`src/rtl/branch_predictor_pkg.sv`:
```
// Shared types and helpers for the bimodal/gshare branch predictor.
// Counter encoding, BTB entry layout and the PHT reset value live here.
package branch_predictor_pkg;

   // Tag field is sized for the smallest useful index; unused upper bits stay zero.
   localparam int TAG_W = 30;

   typedef enum logic [1:0] {
      SNT = 2'b00,
      WNT = 2'b01,
      WT  = 2'b10,
      ST  = 2'b11
   } bp_ctr_t;

   typedef struct packed {
      logic              valid;
      logic [TAG_W-1:0]  tag;
      logic [31:0]       target;
   } btb_entry_t;

   localparam bp_ctr_t PHT_RESET = WNT;

   // Saturating 2-bit counter step: never wraps past ST or SNT.
   function automatic bp_ctr_t ctr_next(input bp_ctr_t c, input logic up);
      bp_ctr_t n;
      n = c;
      case (c)
         SNT:     n = up ? WNT : SNT;
         WNT:     n = up ? WT  : SNT;
         WT:      n = up ? ST  : WNT;
         ST:      n = up ? ST  : WT;
         default: n = c;
      endcase
      return n;
   endfunction

   function automatic logic [TAG_W-1:0] tag_of(input logic [31:0] pc, input int unsigned idx_bits);
      return TAG_W'(pc >> (idx_bits + 2));
   endfunction

endpackage

```
`src/rtl/branch_predictor_btb.sv`:
```
// Direct-mapped branch target buffer (module bp_btb): combinational read,
// synchronous write. Only the valid bits are cleared by reset.
module bp_btb
   import branch_predictor_pkg::*;
#(
   parameter int IDX_BITS = 6
) (
   input  logic                clk,
   input  logic                rst,
   input  logic [IDX_BITS-1:0] rd_idx,
   output btb_entry_t          rd_entry,
   input  logic                wr_en,
   input  logic [IDX_BITS-1:0] wr_idx,
   input  logic [TAG_W-1:0]    wr_tag,
   input  logic [31:0]         wr_target
);

   localparam int DEPTH = 1 << IDX_BITS;

   logic              valid_q  [DEPTH];
   logic [TAG_W-1:0]  tag_q    [DEPTH];
   logic [31:0]       target_q [DEPTH];

   // NOTE: state is written with <= so every reader in this edge sees pre-update values.
   always_ff @(posedge clk) begin
      if (rst) begin
         for (int i = 0; i < DEPTH; i++) valid_q[i] <= 1'b0;
      end else if (wr_en) begin
         valid_q[wr_idx] <= 1'b1;
      end
   end

   // NOTE: tag/target arrays carry no reset; a cleared valid bit makes their contents irrelevant.
   always_ff @(posedge clk) begin
      if (!rst && wr_en) begin
         tag_q[wr_idx]    <= wr_tag;
         target_q[wr_idx] <= wr_target;
      end
   end

   always_comb begin
      rd_entry.valid  = valid_q[rd_idx];
      rd_entry.tag    = tag_q[rd_idx];
      rd_entry.target = target_q[rd_idx];
   end

endmodule

```
`src/rtl/branch_predictor.sv`:
```
// IF-stage branch predictor: BTB plus PHT of 2-bit counters, trained from EX.
// Define BRANCH_PRED_GSHARE_EN to XOR a global history register into the PHT index.
module branch_predictor
   import branch_predictor_pkg::*;
#(
   parameter int IDX_BITS = 6
) (
   input  logic        clk,
   input  logic        rst,
   input  logic [31:0] fetch_pc,
   output logic        pred_hit,
   output logic        pred_taken,
   output logic [31:0] pred_target,
   input  logic        upd_valid,
   input  logic [31:0] upd_pc,
   input  logic        upd_br_en,
   input  logic [31:0] upd_target
);

   localparam int DEPTH = 1 << IDX_BITS;

   logic [IDX_BITS-1:0] fetch_idx;
   logic [IDX_BITS-1:0] upd_idx;
   logic [IDX_BITS-1:0] fetch_pidx;
   logic [IDX_BITS-1:0] upd_pidx;

   assign fetch_idx = fetch_pc[IDX_BITS+1:2];
   assign upd_idx   = upd_pc[IDX_BITS+1:2];

`ifdef BRANCH_PRED_GSHARE_EN
   logic [IDX_BITS-1:0] ghr;

   // History is trained at resolve time, so it is non-speculative.
   always_ff @(posedge clk) begin
      if (rst)            ghr <= '0;
      else if (upd_valid) ghr <= {ghr[IDX_BITS-2:0], upd_br_en};
   end

   assign fetch_pidx = fetch_idx ^ ghr;
   assign upd_pidx   = upd_idx ^ ghr;
`else
   assign fetch_pidx = fetch_idx;
   assign upd_pidx   = upd_idx;
`endif

   bp_ctr_t pht_q [DEPTH];

   always_ff @(posedge clk) begin
      if (rst) begin
         for (int i = 0; i < DEPTH; i++) pht_q[i] <= PHT_RESET;
      end else if (upd_valid) begin
         pht_q[upd_pidx] <= ctr_next(pht_q[upd_pidx], upd_br_en);
      end
   end

   btb_entry_t btb_rd;

   // Only taken outcomes allocate; a taken alias simply overwrites the slot.
   bp_btb #(.IDX_BITS(IDX_BITS)) u_btb (
      .clk       (clk),
      .rst       (rst),
      .rd_idx    (fetch_idx),
      .rd_entry  (btb_rd),
      .wr_en     (upd_valid && upd_br_en),
      .wr_idx    (upd_idx),
      .wr_tag    (tag_of(upd_pc, IDX_BITS)),
      .wr_target (upd_target)
   );

   logic [1:0] lookup_ctr;

   // NOTE: every output gets a default first so no path through this block infers a latch.
   always_comb begin
      pred_hit    = 1'b0;
      pred_taken  = 1'b0;
      pred_target = fetch_pc + 32'd4;
      lookup_ctr  = pht_q[fetch_pidx];
      if (btb_rd.valid && (btb_rd.tag == tag_of(fetch_pc, IDX_BITS))) begin
         pred_hit = 1'b1;
      end
      if (pred_hit && lookup_ctr[1]) begin
         pred_taken  = 1'b1;
         pred_target = btb_rd.target;
      end
   end

   // Word-aligned PCs: the byte offset of a resolved branch carries no information.
   logic unused_upd_pc_lsbs;
   assign unused_upd_pc_lsbs = ^upd_pc[1:0];

endmodule

```
`config.mk`:
```
export PLATFORM = sky130hd
export DESIGN_NAME = branch_predictor
export DESIGN_NICKNAME = d
export VERILOG_FILES = /design/src/rtl/branch_predictor_pkg.sv /design/src/rtl/branch_predictor_btb.sv /design/src/rtl/branch_predictor.sv
export SDC_FILE = /design/constraint.sdc
export NUM_CORES = 2
export LEC_CHECK = 0
export BUFFER_PORTS_ARGS = -buffer_cell sky130_fd_sc_hd__clkbuf_2
export CORE_UTILIZATION = 63
export CTS_CLUSTER_DIAMETER = 200
export CTS_CLUSTER_SIZE = 8
export DETAILED_ROUTE_END_ITERATION = 10
export PLACE_DENSITY = 0.78
export SETUP_SLACK_MARGIN = 0.02
export SLEW_MARGIN = 20
export SYNTH_ARGS = -nofsm -noshare
export SYNTH_HDL_FRONTEND = slang
export SYNTH_MEMORY_MAX_BITS = 65536
export SYNTH_SLANG_ARGS = --single-unit
```
`constraint.sdc`:
```
create_clock -name clk -period 7.4 [get_ports clk]
set_input_delay 0.37 -clock clk [delete_from_list [all_inputs] [get_ports clk]]
set_output_delay 0.37 -clock clk [all_outputs]
set_load 0.1 [all_outputs]
```
# After elaboration in Yosys (flattened, before gate mapping)
# Memory sizes are Yosys's and may differ from the RTL's.
# Cells that the tools add are included.
[word_totals] n_memories=4 inputBits=100 ramBits=3776 output_inout_bits=34 ff_bits=0 wordCells=43
[classes] n_reduce_logical=8 mux=26 eq_ne=4 add_sub_neg=1
[memory_table] memory="u_btb.target_q" depth=64 width=32 read_ports=1 rd_clocked_by_memory_dff=0 write_ports=1 line_no="branch_predictor_btb.sv:22" text="logic [31:0] target_q [DEPTH];"
[memory_table] memory="u_btb.tag_q" depth=64 width=24 read_ports=1 rd_clocked_by_memory_dff=0 write_ports=1 line_no="branch_predictor_btb.sv:21" text="logic [TAG_W-1:0] tag_q [DEPTH];"
[memory_table] memory="pht_q" depth=64 width=2 read_ports=2 rd_clocked_by_memory_dff=0 write_ports=64 line_no="branch_predictor.sv:46" text="bp_ctr_t pht_q [DEPTH];"
[memory_table] memory="u_btb.valid_q" depth=64 width=1 read_ports=1 rd_clocked_by_memory_dff=0 write_ports=64 line_no="branch_predictor_btb.sv:20" text="logic valid_q [DEPTH];"
[op_table] cell="32-bit by 3-bit adder with 32-bit output (second input constant)" n=1
[op_table] cell="32-bit two-way mux" n=1
[op_table] cell="30-bit by 24-bit equality test with 1-bit output" n=1
[op_table] cell="1-bit two-way mux" n=17
[op_table] cell="6-bit two-way mux" n=2
[op_table] cell="2-bit two-way mux" n=5
[op_table] cell="2-bit one-hot mux with 4 select lines" n=1
[op_table] cell="2-bit equality test (second input constant)" n=2
[op_table] cell="1-bit logical AND" n=4
[op_table] cell="2-bit by 1-bit equality test with 1-bit output (second input constant)" n=1
[op_table] cell="2-bit zero test" n=1
[op_table] cell="2-bit OR reduction" n=1
[op_table] cell="1-bit zero test" n=1
[op_table] cell="1-bit OR reduction" n=1

# Depth between registers and ports, before layout
[logic_depth] ltp_word=6 mapped_depth=17 ltp_nobuf=10

# Modules after synthesis
# A second synthesis with hierarchy kept.
[hier_totals] cells_unflattened=7287 hier_area_um2=160458.9
[by_module_without_submodules] module="bp_btb" area_per_inst_um2=152197.2 cells_each=6499 n_inst=1 seq_area_each_um2=120435.5
[by_module_without_submodules] module="branch_predictor" area_per_inst_um2=8261.7 cells_each=788 n_inst=1 seq_area_each_um2=3843.7

# Least setup slack after synthesis
# Ideal clock, no wire load.
[synth_timing] kind="input to register" startpoint="input upd_pc[3]" endpoint="memory u_btb.tag_q[25][0] (netlist name) (enable)" cell_stages=6 path_buffers=3 setup_slack_ns=1.148 t_arrival_ns=5.711 setup_ns=0.541 path_cell_list="clkbuf_1 -> nor3b_1 -> clkbuf_1 -> nand2_1 -> clkbuf_1 -> nor3_1"
[synth_rtl] item="start: declaration" line_no="branch_predictor.sv:15" text="input logic [31:0] upd_pc,"
[synth_rtl] item="end: declaration" line_no="branch_predictor_btb.sv:21"
# No word-level cell before the write port.

# Worst setup path after layout
[layout_timing] startpoint="input fetch_pc[4]" endpoint="output pred_target[11]"
[layout_via] elab_chain_len=6 elab_cells_between_ends=10
[layout_rtl] item="start: declaration" line_no="branch_predictor.sv:10" text="input logic [31:0] fetch_pc,"
[layout_rtl] item="memory 64 x 24 bit"
[layout_rtl] item="30-bit by 24-bit equality test with 1-bit output" line_no="branch_predictor.sv:78" text="if (btb_rd.valid && (btb_rd.tag == tag_of(fetch_pc, IDX_BITS))) begin"
[layout_rtl] item="1-bit logical AND" line_no="branch_predictor.sv:78"
[layout_rtl] item="1-bit two-way mux" line_no="branch_predictor.sv:78"
[layout_rtl] item="1-bit logical AND" line_no="branch_predictor.sv:81" text="if (pred_hit && lookup_ctr[1]) begin"
[layout_rtl] item="32-bit two-way mux *" line_no="branch_predictor.sv:81"
[layout_rtl] item="end: declaration" line_no="branch_predictor.sv:13" text="output logic [31:0] pred_target,"
# Mark *: on every way between the ends. The rest lies on a longest branch, timed or not.

==> reports/qor.txt <==
Clk Latency, worst-skew pair -> 0.97 ns
Initial antenna violation count -> 39
Largest net degree at the start of global routing -> 121
Setup-failing EPs final -> 0
Ys flop type -> edfxtp_1
IO Port Bufs -> 131
Final min period -> 6.66 ns
Max clock buf depth -> 4
Finished Layout Cells -> 10,210
#FFs+latches synth -> 3,776
DRC -> 0
Worst slew pin tran -> 1.27 ns
Placer Congestion -> 0.850
Most frequent cells in the layout -> edfxtp_1, mux4_2, clkbuf_16, nand2_1, buf_4
Fraction of registers with async set/reset -> 0%
DRT antenna net count -> 0
Syn_area_per_cell -> 22.5 µm²
Setup Skew -> 0.0340 ns
Crit Path Class -> in2out
Max-slew violation count -> 0
Number of fill cells -> 11,586
Synth warn -> 0
GRT Total Usage -> 42.1%
Placed insts -> 9,516
Die area -> 235,000 µm²
Post-CTS Setup Bufs -> 0
Clk slew on worst S/H paths -> 0.05 ns
Max incr delay on CP -> 1.00 ns
Cts hold-fix bufs -> 1
CP Launch Type -> input pin
Clock buffer count from CTS -> 553
Headroom to the max-slew limit -> 15.0%
MaxCap Viol Count -> 0
CP top delay family -> buffers and inverters
Critical Path AT -> 6.29 ns
Initial DRC Count -> 16,809
Most used cell, CP -> buf_4
Root Driver -> clkbuf_16
Crit Path Max Fanout -> 95
Drt wl/cell -> 48.1 µm
CTS tree -> yes
Max H-tree Level -> 6
Hpwl dp -> 220 mm
Die Span X -> 485 µm
Critical path, cell by cell -> buf_8, buf_4, buf_4, mux4_2, o21ai_0, a22o_1, xnor2_1, nor3_1, o2111ai_1, nor4_4, nand2_4, mux2_4, buf_12
Finished Cell Area -> 167,000 µm²
Final WL -> 491 mm
Via count -> 82,715
Synth Instances -> 6,534
Share of post-route cells with drive strength above 1 -> 30.1%
Leak pwr -> 53.7 nW
Starting Density -> 63.6%
Most common cell after layout, fill and taps aside -> edfxtp_1
Final hold vios -> 0
Area of the mapped netlist -> 147,000 µm²
Vias per cell -> 8.10
Status -> finished clean
Peak supply drop -> 0.315 mV
Setup TNS -> 0 ns
Max Clk Rate -> 0.150 GHz
WP buf/inv -> 4
Total clock sinks -> 3,776
Total iterations of the first detailed-routing run -> 9
Core area -> 231,000 µm²
Post-synth EDFFs -> 3,712
Post-DP Area -> 153,000 µm²
RSZ-0062 raised after global routing -> no
CP max-delay cell -> buf_4
Register area share after synthesis -> 76.7%
Post-CTS sizing -> 0
Post-synth cell types -> 84
Grt ovf -> 0
WP data required -> 7.03 ns
Worst Setup End Kind -> primary output
Vias in the first global route -> 83,038
Placement Rows -> 176
Area Growth Syn to Fin -> 13.9%
Final period util -> 90.0%
Fin nets -> 7,156
Io pins -> 134
PwrDens -> 292 nW/µm²
Die height -> 485 µm
HP Class -> in2reg
First-pass GRT wire length -> 668 mm
Synth Net Count -> 6,635
tightest hold or removal path, stage by stage:
cell and delay (ns):
clkbuf_2 0.22, nor2_1 0.20, nand3_1 0.11
state kept, by name (all words and copies together), names as in the netlist:
register	cells
u_btb.tag_q	1536
u_btb.target_q	2048
pht_q	128
u_btb.valid_q	64
synth_stat cells, drive strengths merged (23+ instances only):
cell type / n / area, µm²
a22oi: 93 / 703
mux2i: 161 / 1610
clkbuf: 182 / 683
xnor2: 29 / 254
a21oi: 47 / 235
a21o: 66 / 495
a221oi: 23 / 208
o21ai: 61 / 305
nor3: 79 / 395
dfxtp: 64 / 1280
nor2: 109 / 412
edfxtp: 3712 / 111000
nand2: 205 / 772
nand3: 105 / 526
mux2: 64 / 833
mux4: 1032 / 23200
buf: 222 / 1410
kinds of logic (layout without fill, tap and decap cells):
kind of cell | Yosys count | after routing | share of synthesized area, %
compound gates | 433 | 433 | 2.12
xor+xnor | 45 | 45 | 0.268
fa+ha+maj | 3 | 3 | 0.0221
buf+inv | 416 | 1030 | 1.46
flops | 3776 | 3776 | 76.7
mux | 1257 | 1257 | 17.5
other cells | 0 | 36 | 0
simple gates | 604 | 604 | 1.94
power by group:
group	leakage, nW	internal [mW]	switching (mW)	total [mW]
clock	7.22	13.6	9.23	22.9
sequential	33.9	23.6	0.0276	23.6
combinational	12.6	0.850	1.56	2.40
total	53.7	38.1	10.8	48.9
area by class of cell:
| cell class | instances | area (µm²) | area share (%) |
|---|---|---|---|
| clock buffers | 625 | 14500 | 8.64 |
| multi-input cells | 2342 | 32500 | 19.4 |
| flip-flops and latches | 3776 | 113000 | 67.3 |
| repair buffers | 370 | 3520 | 2.10 |
| inverters | 12 | 61.3 | 0.0366 |
| diodes | 36 | 90.1 | 0.0538 |
| well taps | 3026 | 3790 | 2.26 |
| clock inverters | 23 | 262 | 0.156 |
metal layers:
metal	vias to the layer above	GRT usage, %	part of all wire [%]
met3	2481	13.9	15
met5	-	0	0.032
met4	28	32.1	9.2
li1	28650	-	-
met2	9564	63.2	46
met1	41992	51.1	29
stage by stage:
stage | total power, mW | worst slack [ns] | hold slack [ns] | utilization [%]
5_1_grt | 49.6 | 0.851 | 0.0873 | 72.5
2_1_floorplan | 25.4 | 1.15 | 0.421 | -
3_3_place_gp | 26.2 | 1.38 | 0.427 | 66.0
4_1_cts | 48.7 | 1.04 | 0.00689 | 72.4
6_report | 48.9 | 0.742 | 0.0459 | 72.5
3_5_place_dp | 26.3 | 1.36 | 0.436 | 66.0
worst paths after layout:
path / slack, ns / end / cells past startpoint / startpoint
worst max register to register: 4.24 / pht_q[22][1]$_SDFFCE_PN0P_ / 8 / pht_q[7][0]$_SDFFCE_PN1P_
worst min-delay path: 0.05 / pht_q[49][0]$_SDFFCE_PN1P_ / 3 / upd_pc[5]
worst max-delay path: 0.74 / pred_target[11] / 13 / fetch_pc[4]
worst min register to register: 0.45 / u_btb.valid_q[22]$_DFF_P_ / 1 / u_btb.valid_q[22]$_DFF_P_
(Power assumes the default switching activity.)
